$ cat src/rtl/sprite_pkg.sv
// Shared sprite attribute layout: word offsets, frame codes and RAM base.
// Also used by the movement stage that writes the attribute words.
package sprite_pkg;

  // Word offsets from the attribute base address
  localparam int MX_OFF     = 0;
  localparam int MY_OFF     = 1;
  localparam int MFRAME_OFF = 2;
  localparam int OX_OFF     = 3;
  localparam int OY_OFF     = 4;
  localparam int OFRAME_OFF = 5;
  localparam int ATTR_WORDS = 6;

  // Mario frame codes
  localparam int MARIO_STANDING = 0;
  localparam int MARIO_WALK_1   = 1;
  localparam int MARIO_WALK_2   = 2;
  localparam int MARIO_WALK_END = 3;

  // Object frame codes
  localparam int OBJ_STANDING = 100;
  localparam int OBJ_WALK_1   = 101;
  localparam int OBJ_WALK_2   = 102;
  localparam int OBJ_WALK_END = 103;

  // Address of Mario X in shared sprite RAM
  localparam logic [15:0] ATTR_BASE = 16'h1000;

  typedef enum logic [1:0] {
    IDLE,
    LOAD,
    CAPTURE_LAST,
    COMMIT
  } load_state_t;

endpackage

$ cat src/rtl/sprite_box_hit.sv
// Combinational box test of one pixel against one sprite, with glyph offsets.
// Sums are one bit wider than the attribute so boxes near the top of the
// coordinate range never wrap back to column/row 0.
module sprite_box_hit #(
  parameter int DATA_WIDTH = 16,
  parameter int CNT_W      = 10,
  parameter int SPRITE_W   = 16,
  parameter int SPRITE_H   = 16,
  localparam int DX_W      = $clog2(SPRITE_W),
  localparam int DY_W      = $clog2(SPRITE_H)
) (
  input  logic [DATA_WIDTH-1:0] x,
  input  logic [DATA_WIDTH-1:0] y,
  input  logic                  frame_ok,
  input  logic [CNT_W-1:0]      hcount,
  input  logic [CNT_W-1:0]      vcount,
  output logic                  hit,
  output logic [DX_W-1:0]       dx,
  output logic [DY_W-1:0]       dy
);

  logic [DATA_WIDTH:0] h_ext;
  logic [DATA_WIDTH:0] v_ext;
  logic [DATA_WIDTH:0] x_ext;
  logic [DATA_WIDTH:0] y_ext;
  logic [DATA_WIDTH:0] x_end;
  logic [DATA_WIDTH:0] y_end;

  assign h_ext = (DATA_WIDTH+1)'(hcount);
  assign v_ext = (DATA_WIDTH+1)'(vcount);
  assign x_ext = {1'b0, x};
  assign y_ext = {1'b0, y};
  assign x_end = x_ext + (DATA_WIDTH+1)'(SPRITE_W);
  assign y_end = y_ext + (DATA_WIDTH+1)'(SPRITE_H);

  assign hit = frame_ok &&
               (h_ext >= x_ext) && (h_ext < x_end) &&
               (v_ext >= y_ext) && (v_ext < y_end);

  assign dx = DX_W'(h_ext - x_ext);
  assign dy = DY_W'(v_ext - y_ext);

endmodule

$ cat src/rtl/sprite_attr_loader.sv
// Loads six sprite attribute words during vblank into staging, commits them
// atomically to a shadow set, and tests each active pixel against the Mario
// and object boxes to drive the VGA pixel mux.
module sprite_attr_loader #(
  parameter int                    DATA_WIDTH     = 16,
  parameter int                    ADDR_WIDTH     = 16,
  parameter logic [ADDR_WIDTH-1:0] ATTR_BASE      = ADDR_WIDTH'(sprite_pkg::ATTR_BASE),
  parameter int                    SPRITE_W       = 16,
  parameter int                    SPRITE_H       = 16,
  parameter int                    OBJ_FRAME_BASE = 100,
  parameter int                    CNT_W          = 10,
  localparam int                   DX_W           = $clog2(SPRITE_W),
  localparam int                   DY_W           = $clog2(SPRITE_H),
  localparam int                   GLYPH_W        = 2 + DY_W + DX_W
) (
  input  logic                  clk,
  input  logic                  reset,
  input  logic                  vblank_start,
  input  logic [DATA_WIDTH-1:0] data_in,
  input  logic [CNT_W-1:0]      hcount,
  input  logic [CNT_W-1:0]      vcount,
  input  logic                  video_on,
  output logic [ADDR_WIDTH-1:0] addr,
  output logic                  rd_en,
  output logic                  load_done,
  output logic                  sprite_hit,
  output logic                  sprite_sel,
  output logic [GLYPH_W-1:0]    glyph_addr
);

  import sprite_pkg::*;

  localparam int LAST_IDX = ATTR_WORDS - 1;
  localparam int OBJ_SPAN = OBJ_WALK_END - OBJ_STANDING;

  load_state_t           state;
  logic [2:0]            idx;
  logic [DATA_WIDTH-1:0] staging [ATTR_WORDS];
  logic [DATA_WIDTH-1:0] shadow  [ATTR_WORDS];
  logic                  shadow_valid;

  logic                  m_frame_ok;
  logic                  o_frame_ok;
  logic [1:0]            m_idx;
  logic [1:0]            o_idx;
  logic                  m_en;
  logic                  o_en;
  logic                  m_hit;
  logic                  o_hit;
  logic [DX_W-1:0]       m_dx;
  logic [DX_W-1:0]       o_dx;
  logic [DY_W-1:0]       m_dy;
  logic [DY_W-1:0]       o_dy;

  // Load sequencer: issue six reads, capture each word a cycle later, commit
  always_ff @(posedge clk or posedge reset) begin
    if (reset) begin
      state        <= IDLE;
      idx          <= '0;
      addr         <= '0;
      rd_en        <= 1'b0;
      load_done    <= 1'b0;
      staging      <= '{default: '0};
      shadow       <= '{default: '0};
      shadow_valid <= 1'b0;
    end else begin
      load_done <= 1'b0;
      case (state)
        IDLE: begin
          if (vblank_start) begin
            state <= LOAD;
            idx   <= '0;
            addr  <= ATTR_BASE;
            rd_en <= 1'b1;
          end
        end
        LOAD: begin
          // data_in now carries the word addressed in the previous cycle
          if (idx != 3'd0) begin
            staging[idx - 3'd1] <= data_in;
          end
          if (idx == 3'(LAST_IDX)) begin
            state <= CAPTURE_LAST;
            rd_en <= 1'b0;
          end else begin
            addr <= ATTR_BASE + ADDR_WIDTH'(idx + 3'd1);
          end
          idx <= idx + 3'd1;
        end
        CAPTURE_LAST: begin
          staging[LAST_IDX] <= data_in;
          load_done         <= 1'b1;
          state             <= COMMIT;
        end
        COMMIT: begin
          shadow       <= staging;
          shadow_valid <= 1'b1;
          state        <= IDLE;
        end
        default: state <= IDLE;
      endcase
    end
  end

  // Frame decode: out-of-range frame codes hide the sprite
  assign m_frame_ok = shadow[MFRAME_OFF] <= DATA_WIDTH'(MARIO_WALK_END);
  assign m_idx      = shadow[MFRAME_OFF][1:0];
  assign o_frame_ok = (shadow[OFRAME_OFF] >= DATA_WIDTH'(OBJ_FRAME_BASE)) &&
                      (shadow[OFRAME_OFF] <= DATA_WIDTH'(OBJ_FRAME_BASE + OBJ_SPAN));
  assign o_idx      = 2'(shadow[OFRAME_OFF] - DATA_WIDTH'(OBJ_FRAME_BASE));

  assign m_en = m_frame_ok && video_on && shadow_valid;
  assign o_en = o_frame_ok && video_on && shadow_valid;

  sprite_box_hit #(
    .DATA_WIDTH (DATA_WIDTH),
    .CNT_W      (CNT_W),
    .SPRITE_W   (SPRITE_W),
    .SPRITE_H   (SPRITE_H)
  ) u_mario_box (
    .x        (shadow[MX_OFF]),
    .y        (shadow[MY_OFF]),
    .frame_ok (m_en),
    .hcount   (hcount),
    .vcount   (vcount),
    .hit      (m_hit),
    .dx       (m_dx),
    .dy       (m_dy)
  );

  sprite_box_hit #(
    .DATA_WIDTH (DATA_WIDTH),
    .CNT_W      (CNT_W),
    .SPRITE_W   (SPRITE_W),
    .SPRITE_H   (SPRITE_H)
  ) u_obj_box (
    .x        (shadow[OX_OFF]),
    .y        (shadow[OY_OFF]),
    .frame_ok (o_en),
    .hcount   (hcount),
    .vcount   (vcount),
    .hit      (o_hit),
    .dx       (o_dx),
    .dy       (o_dy)
  );

  // Pixel output register: Mario wins over the object when both hit
  always_ff @(posedge clk or posedge reset) begin
    if (reset) begin
      sprite_hit <= 1'b0;
      sprite_sel <= 1'b0;
      glyph_addr <= '0;
    end else begin
      sprite_hit <= m_hit | o_hit;
      sprite_sel <= ~m_hit & o_hit;
      if (m_hit) begin
        glyph_addr <= {m_idx, m_dy, m_dx};
      end else if (o_hit) begin
        glyph_addr <= {o_idx, o_dy, o_dx};
      end else begin
        glyph_addr <= '0;
      end
    end
  end

endmodule

$ cat config.mk
export PLATFORM = sky130hd
export DESIGN_NAME = sprite_attr_loader
export DESIGN_NICKNAME = d
export VERILOG_FILES = /design/src/rtl/sprite_pkg.sv /design/src/rtl/sprite_box_hit.sv /design/src/rtl/sprite_attr_loader.sv
export SDC_FILE = /design/constraint.sdc
export NUM_CORES = 1
export LEC_CHECK = 0
export CAP_MARGIN = 20
export CELL_PAD_IN_SITES_DETAIL_PLACEMENT = 0
export CELL_PAD_IN_SITES_GLOBAL_PLACEMENT = 1
export CORE_UTILIZATION = 51
export CTS_BUF_LIST = sky130_fd_sc_hd__clkbuf_4 sky130_fd_sc_hd__clkbuf_8
export CTS_CLUSTER_DIAMETER = 200
export DETAILED_ROUTE_END_ITERATION = 12
export PLACE_DENSITY = 0.79
export SLEW_MARGIN = 5
export SYNTH_ARGS = -nofsm -noshare
export SYNTH_HDL_FRONTEND = slang
export SYNTH_HIERARCHICAL = 1
export SYNTH_SLANG_ARGS = --single-unit
$ cat constraint.sdc
create_clock -name clk -period 8.3 [get_ports clk]
set_clock_uncertainty 0.2 [all_clocks]
set_input_delay 1.245 -clock clk [delete_from_list [all_inputs] [get_ports clk]]
set_output_delay 1.245 -clock clk [all_outputs]
set_load 0.05 [all_outputs]
==> results of run 1 <==
[through the flow]
step           power, mW  instance area, sq um  util, %
3_3_place_gp        3.57                 11800     55.9
3_5_place_dp        3.63                 11800     55.9
4_1_cts             4.59                 12500     59.4
6_report            4.55                 12500     59.4
5_1_grt             4.89                 12500     59.4
2_1_floorplan       3.17                 11000        -
[routing by layer]
| layer | wire length [um] | part of all wire, % |
|---|---|---|
| met1 | 11300 | 47 |
| met2 | 11400 | 47 |
| met4 | 420 | 1.8 |
| met5 | 0 | 0 |
| met3 | 868 | 3.6 |
[power by group through the flow]
stage / Sequential (mW) / Combinational, mW / Clock, mW
floorplan: 1.76 / 1.41 / 0
global placement: 1.83 / 1.75 / 0
detailed placement: 1.84 / 1.79 / 0
CTS: 1.83 / 1.80 / 0.967
global route: 1.89 / 1.98 / 1.02
finish: 1.83 / 1.78 / 0.938
[cells by family (layout without fill, tap and decap cells)]
logic type	Yosys count	after routing
flip-flops	217	217
multiplexers	184	184
AO/OA/AOI/OAI	144	144
AND/OR/NAND/NOR	123	123
buffers and inverters	110	192
adder cells (fa/ha/maj)	80	80
XOR/XNOR	22	22
other	1	11
[worst paths after layout]
path / from / end / slack (ns) / depth (start not counted)
max reg2reg: shadow[31]$_DFFE_PP0N_ / glyph_addr[2]$_DFF_PP0_ / 4.95 / 9
max in group asynchronous: reset / shadow[63]$_DFFE_PP0N_ / 5.18 / 3
min in group asynchronous: reset / staging[48]$_DFFE_PP0P_ / 1.13 / 2
max: hcount[1] / glyph_addr[2]$_DFF_PP0_ / 4.32 / 11
min reg2reg: addr[12]$_DFFE_PP0P_ / addr[12]$_DFFE_PP0P_ / 0.27 / 1
min: addr[12]$_DFFE_PP0P_ / addr[12]$_DFFE_PP0P_ / 0.27 / 1
[sequential cells by signal, indices dropped and copies added (netlist names)]
signal and cells:
staging 96, idx 3, addr 5, rd_en 1
sprite_sel 1, glyph_addr 10, load_done 1, shadow_valid 1
state 2, sprite_hit 1, m_idx 2, shadow 94
[cell type report]
cell class,instances,area (sq um),area share [%]
clock buffers,55,694,5.56
clock inverters,4,23.8,0.190
inverters,66,255,2.04
multi-input cells,564,5090,40.7
flip-flops and latches,217,5430,43.5
well taps,275,344,2.75
repair buffers,67,656,5.25
[critical path, cell delays in order]
cell and delay (ns):
clkdlybuf4s50_1 0.61, ha_1 0.29, nor2b_1 0.13, o21a_1 0.17
o21ai_0 0.20, a21oi_1 0.11, nor3_1 0.15, o21ai_0 0.13
a221oi_2 0.43, nor2b_1 0.55, a22o_1 0.22
[cells in the final DEF, fill, tap and decap left out, drive strengths merged, types with 4 or more instances in the layout]
cell type,count
xnor2,18
nand3,31
nand2,19
nor3,9
a22o,9
conb,11
o211ai,36
inv,67
nand2b,4
o21ai,39
ha,76
o21a,8
xor2,4
a21oi,17
nand4,6
clkbuf,55
a21o,4
dfrtp,217
clkdlybuf4s50,58
or4,4
nor2b,10
nor4,5
mux2,177
fa,4
buf,9
mux2i,7
nor2,18
a2111oi,6
==> metrics.cfg, run 1 <==
[power_and_ir_drop]
swShare_pct = 34.6
seqPwrFrac_pct = 40.2
net-switching-power_mw = 1.58
p_int_mw = 2.98
p_leak_nw = 5.59
pwr-share-clk_pct = 20.6
pwr_density_cell_nw_per_um2 = 364
comb_power_share_pct = 39.2
max-vdd-ir-drop_mv = 0.307

[timing]
fin_crit_ns = 3.98
setup_tns_ns = 0
hold-worst-slack_ns = 0.266
setup_ws_ns = 4.32
fmax_mhz = 251
fin_crit_sh_pct = 48.0
worst_pin_slew_ns = 0.991
rsz0062_at_grt = no
finalMaxSlewViolations = 0
max-slew-margin-rel_pct = 33.9
hold_viol = 0
setup_viol = 0

[synth]
synth_top_family_by_area = multiplexers
yosys.area.top_type = dfrtp_1
synth_compound_area_share_pct = 9.49
ys_ff_latch = 217
netlist_area_sq_um = 11000
yosysMostFrequentCell = dfrtp_1
synthXorXnorAreaFrac_pct = 1.76
synth_mux_area_share_pct = 19.2
yosysWarnings = 6
synth_common_cells = 217 x dfrtp_1, 166 x mux2_2, 76 x ha_1
ys_seq_area_share_pct = 49.6
synth_edf_count = 0
synth-adder-area-share_pct = 9.41
synthFlopType = dfrtp_1
avgSynthCellArea_sq_um = 12.4
synth_top_area_share_pct = 49.6
yosys.area_share.simple_pct = 6.15
yosys.cell_types.count = 61
synth.area.top_cells = dfrtp_1 50%, mux2_2 17%, ha_1 8.7%
synth_async_sr_flop_share_pct = 100
synth_cells = 881

[place]
hpwl_mm = 16.4
placed_cells = 1188
io_buffers = 58
gp_congestion = 0.810
place_ws_ns = 3.74

[setup_path]
cp.arrival_ns = 4.23
cp.required_ns = 8.54
end_kind = register
critPathKind = in2reg
worstPathMaxFanout = 9
start_kind = input pin

[finish]
syn_to_final_growth_pct = 14.1
num-fill-cells = 1738
layout.cells.non_filler = 1248
layout-drive-gt1-share_pct = 26.6
fin_nets = 1073
num_antenna_cells = 0

[global_routing]
grt_pass1_wl_mm = 38.9
globalRouteMet3Util_pct = 4.02
grt_usage_pct = 22.9
grt_use_met1_pct = 31.7
grt_pass1_vias = 7297
met2_usage_pct = 37.1
antenna_found_initial = 0
grt-ovfl-total = 0
grt_max_degree = 139
top_usage_layer = met2

[routing]
ant_nets = 0
drt_first_pass_iters = 4
drt_iter0_markers = 366
wl_per_cell_um = 19.2
drc = 0
wl_mm = 24.0
avgViaCountPerCell = 5.66
vias = 7064

[die]
num_rows = 53
coreArea_sq_um = 21000
die_x_um = 149
io_pins = 70
dieArea_sq_um = 22100
die_y_um = 149
start_util_pct = 52.1

[clocking]
cts_tree = yes
clkLatencyLatePin_ns = 0.53
cts.path.max_buffers = 3
cts_buffers = 37
cts_hold_buffers = 0
root_buffer = clkbuf_8
path_clk_slew_ns = 0.06
clkSinkCount = 217
cts_resized = 0
cts_max_level = 2
cts_setup_buffers = 0

[outcome]
status = complete, no violations

[min_path]
hp-class = reg2reg

[flow_run]
cap_violations = 0

Note: power is estimated with default switching activity, not from simulation.
==> inputs of run 2 (changes only) <==
Clock period 8.3 ns to 3.9 ns, I/O delays scaled along.
==> run 2 against run 1 <==
  * Critical path depth decreased by 6
  * Utilization increased by 0.45 points
  * Die area unchanged
  * Combinational power increased by 120%
  * Cell area increased by 0.76%
  * Count of clock-buffer cells in the layout increased by 1
  * Wire length decreased by 0.48%
==> metrics.cfg, run 2 (synthesis gave the netlist of run 1 again) <==
[outcome]
status = complete, no violations

[clocking]
cts.path.max_buffers = 3
cts_max_level = 2
cts_hold_buffers = 0
cts_setup_buffers = 0
path_clk_slew_ns = 0.06
root_buffer = clkbuf_8
cts_tree = yes
clkSinkCount = 217
clkLatencyLatePin_ns = 0.53
cts_resized = 0
cts_buffers = 37

[global_routing]
grt_pass1_wl_mm = 39.2
antenna_found_initial = 0
grt_usage_pct = 22.9
grt_pass1_vias = 7266
grt_max_degree = 64
grt-ovfl-total = 0

[routing]
top_layer = met4
avgViaCountPerCell = 5.56
wl_per_cell_um = 18.9
met1Wirelength_mm = 11.3
drt_first_pass_iters = 6
drt_iter0_markers = 299
ant_nets = 0
drc = 0
wl_mm = 23.9
wl_met3_um = 880
vias = 7028
wl_met2_mm = 11.3

[setup_path]
max_stage_delay_ns = 0.84
start_kind = register
cp.required_ns = 4.10
cp_cell_sequence = inv_1 -> ha_1 -> or3_1 -> a2111o_1 -> mux2_4
cp_slowest_cell = a2111o_1
r2r.worst_path.cells = 5
critPathBufInv = 1
end_kind = register
worst-path-stages = 5
cp.arrival_ns = 3.25
critPathKind = reg2reg
worstPathMaxFanout = 16
crit_family = compound AO/OA/AOI/OAI gates
startpoint = idx[0]$_DFFE_PP0P_
rr_startpoint = idx[0]$_DFFE_PP0P_

[finish]
reg.largest.list = staging (96), shadow (94), glyph_addr (10)
top_register = staging
fin_nets = 1081
layout.cells.non_filler = 1263
largest_register_ffs = 96
num_antenna_cells = 0
syn_to_final_growth_pct = 14.9
final_cell_mix = 217 x dfrtp_1, 166 x mux2_2, 75 x ha_1
mostFrequentLayoutCell = dfrtp_1
layout-drive-gt1-share_pct = 27.7

[power_and_ir_drop]
max-vdd-ir-drop_mv = 0.724
swShare_pct = 34.8
pwr-share-clk_pct = 20.7
net-switching-power_mw = 3.39
p_int_mw = 6.34
p_leak_nw = 5.64
comb_power_share_pct = 39.4
pwr_density_cell_nw_per_um2 = 773
seqPwrFrac_pct = 39.9

[timing]
rsz0062_at_grt = no
fin_crit_ns = 3.05
setup_viol = 0
finalMaxSlewViolations = 0
setup_tns_ns = 0
fmax_mhz = 328
hold_viol = 0
setup_ws_ns = 0.847
worst_pin_slew_ns = 0.967
fin_crit_sh_pct = 78.3
max-slew-margin-rel_pct = 35.5

[place]
place_ws_ns = 0.375
gp_congestion = 0.811
placed_cells = 1197
io_buffers = 58
hpwl_mm = 16.7

[min_path]
hp-class = in2async

[die]
coreArea_sq_um = 21000
dieArea_sq_um = 22100
start_util_pct = 52.1
num_rows = 53
die_x_um = 149
io_pins = 70
die_y_um = 149

[flow_run]
cap_violations = 0

[run 2: cell count changes in the layout (fill, tap and decap cells not counted)]
cell / delta
buf_8: -1
buf_12: +2
inv_8: -1
buf_4: +7
clkinv_2: +3
inv_6: +1
clkbuf_8: -4
clkbuf_4: +5
clkinvlp_4: +3
[run 2: layout make-up]
class                           count  area [sq um]
Tap cell                          275           344
Clock inverter                     10          62.6
Timing Repair Buffer               75           733
Clock buffer                       56           677
Sequential cell                   217          5430
Multi-Input combinational cell    564          5090
Inverter                           66           251
Fill cell                        1765          8430
[run 2: metal layers]
metal,global-route usage (%),up-vias
li1,-,3314
met1,31.7,3542
met2,36.9,134
met3,3.99,38
met4,6.96,0
met5,0,-
[run 2: power by group through the flow]
stage	clock (mW)	sequential [mW]	combinational, mW
after floorplan	0	3.74	3.01
after global placement	0	3.88	3.75
after detailed placement	0	3.92	3.83
after CTS	2.08	3.89	3.86
after global routing	2.18	4.02	4.25
final	2.01	3.88	3.84
[run 2: worst paths after layout]
path	to	slack, ns
worst max-delay path	staging[40]$_DFFE_PP0P_	0.85
min in group clk	addr[12]$_DFFE_PP0P_	0.26
worst min register to register	addr[12]$_DFFE_PP0P_	0.26
worst max register to register	staging[40]$_DFFE_PP0P_	0.85
worst min-delay path	shadow[12]$_DFFE_PP0N_	0.25
max in group asynchronous	shadow[69]$_DFFE_PP0N_	2.27
[run 2: per-stage QoR]
stage                     utilization [%]  total power, mW  hold WS [ns]  instance area [sq um]
final                                59.9             9.73         0.248                  12600
after detailed placement             56.4             7.75         0.251                  11900
after floorplan                         -             6.75         0.237                  11000
after global placement               56.4             7.63         0.252                  11900
after global routing                 59.9             10.4         0.277                  12600
after CTS                            59.9             9.82         0.243                  12600
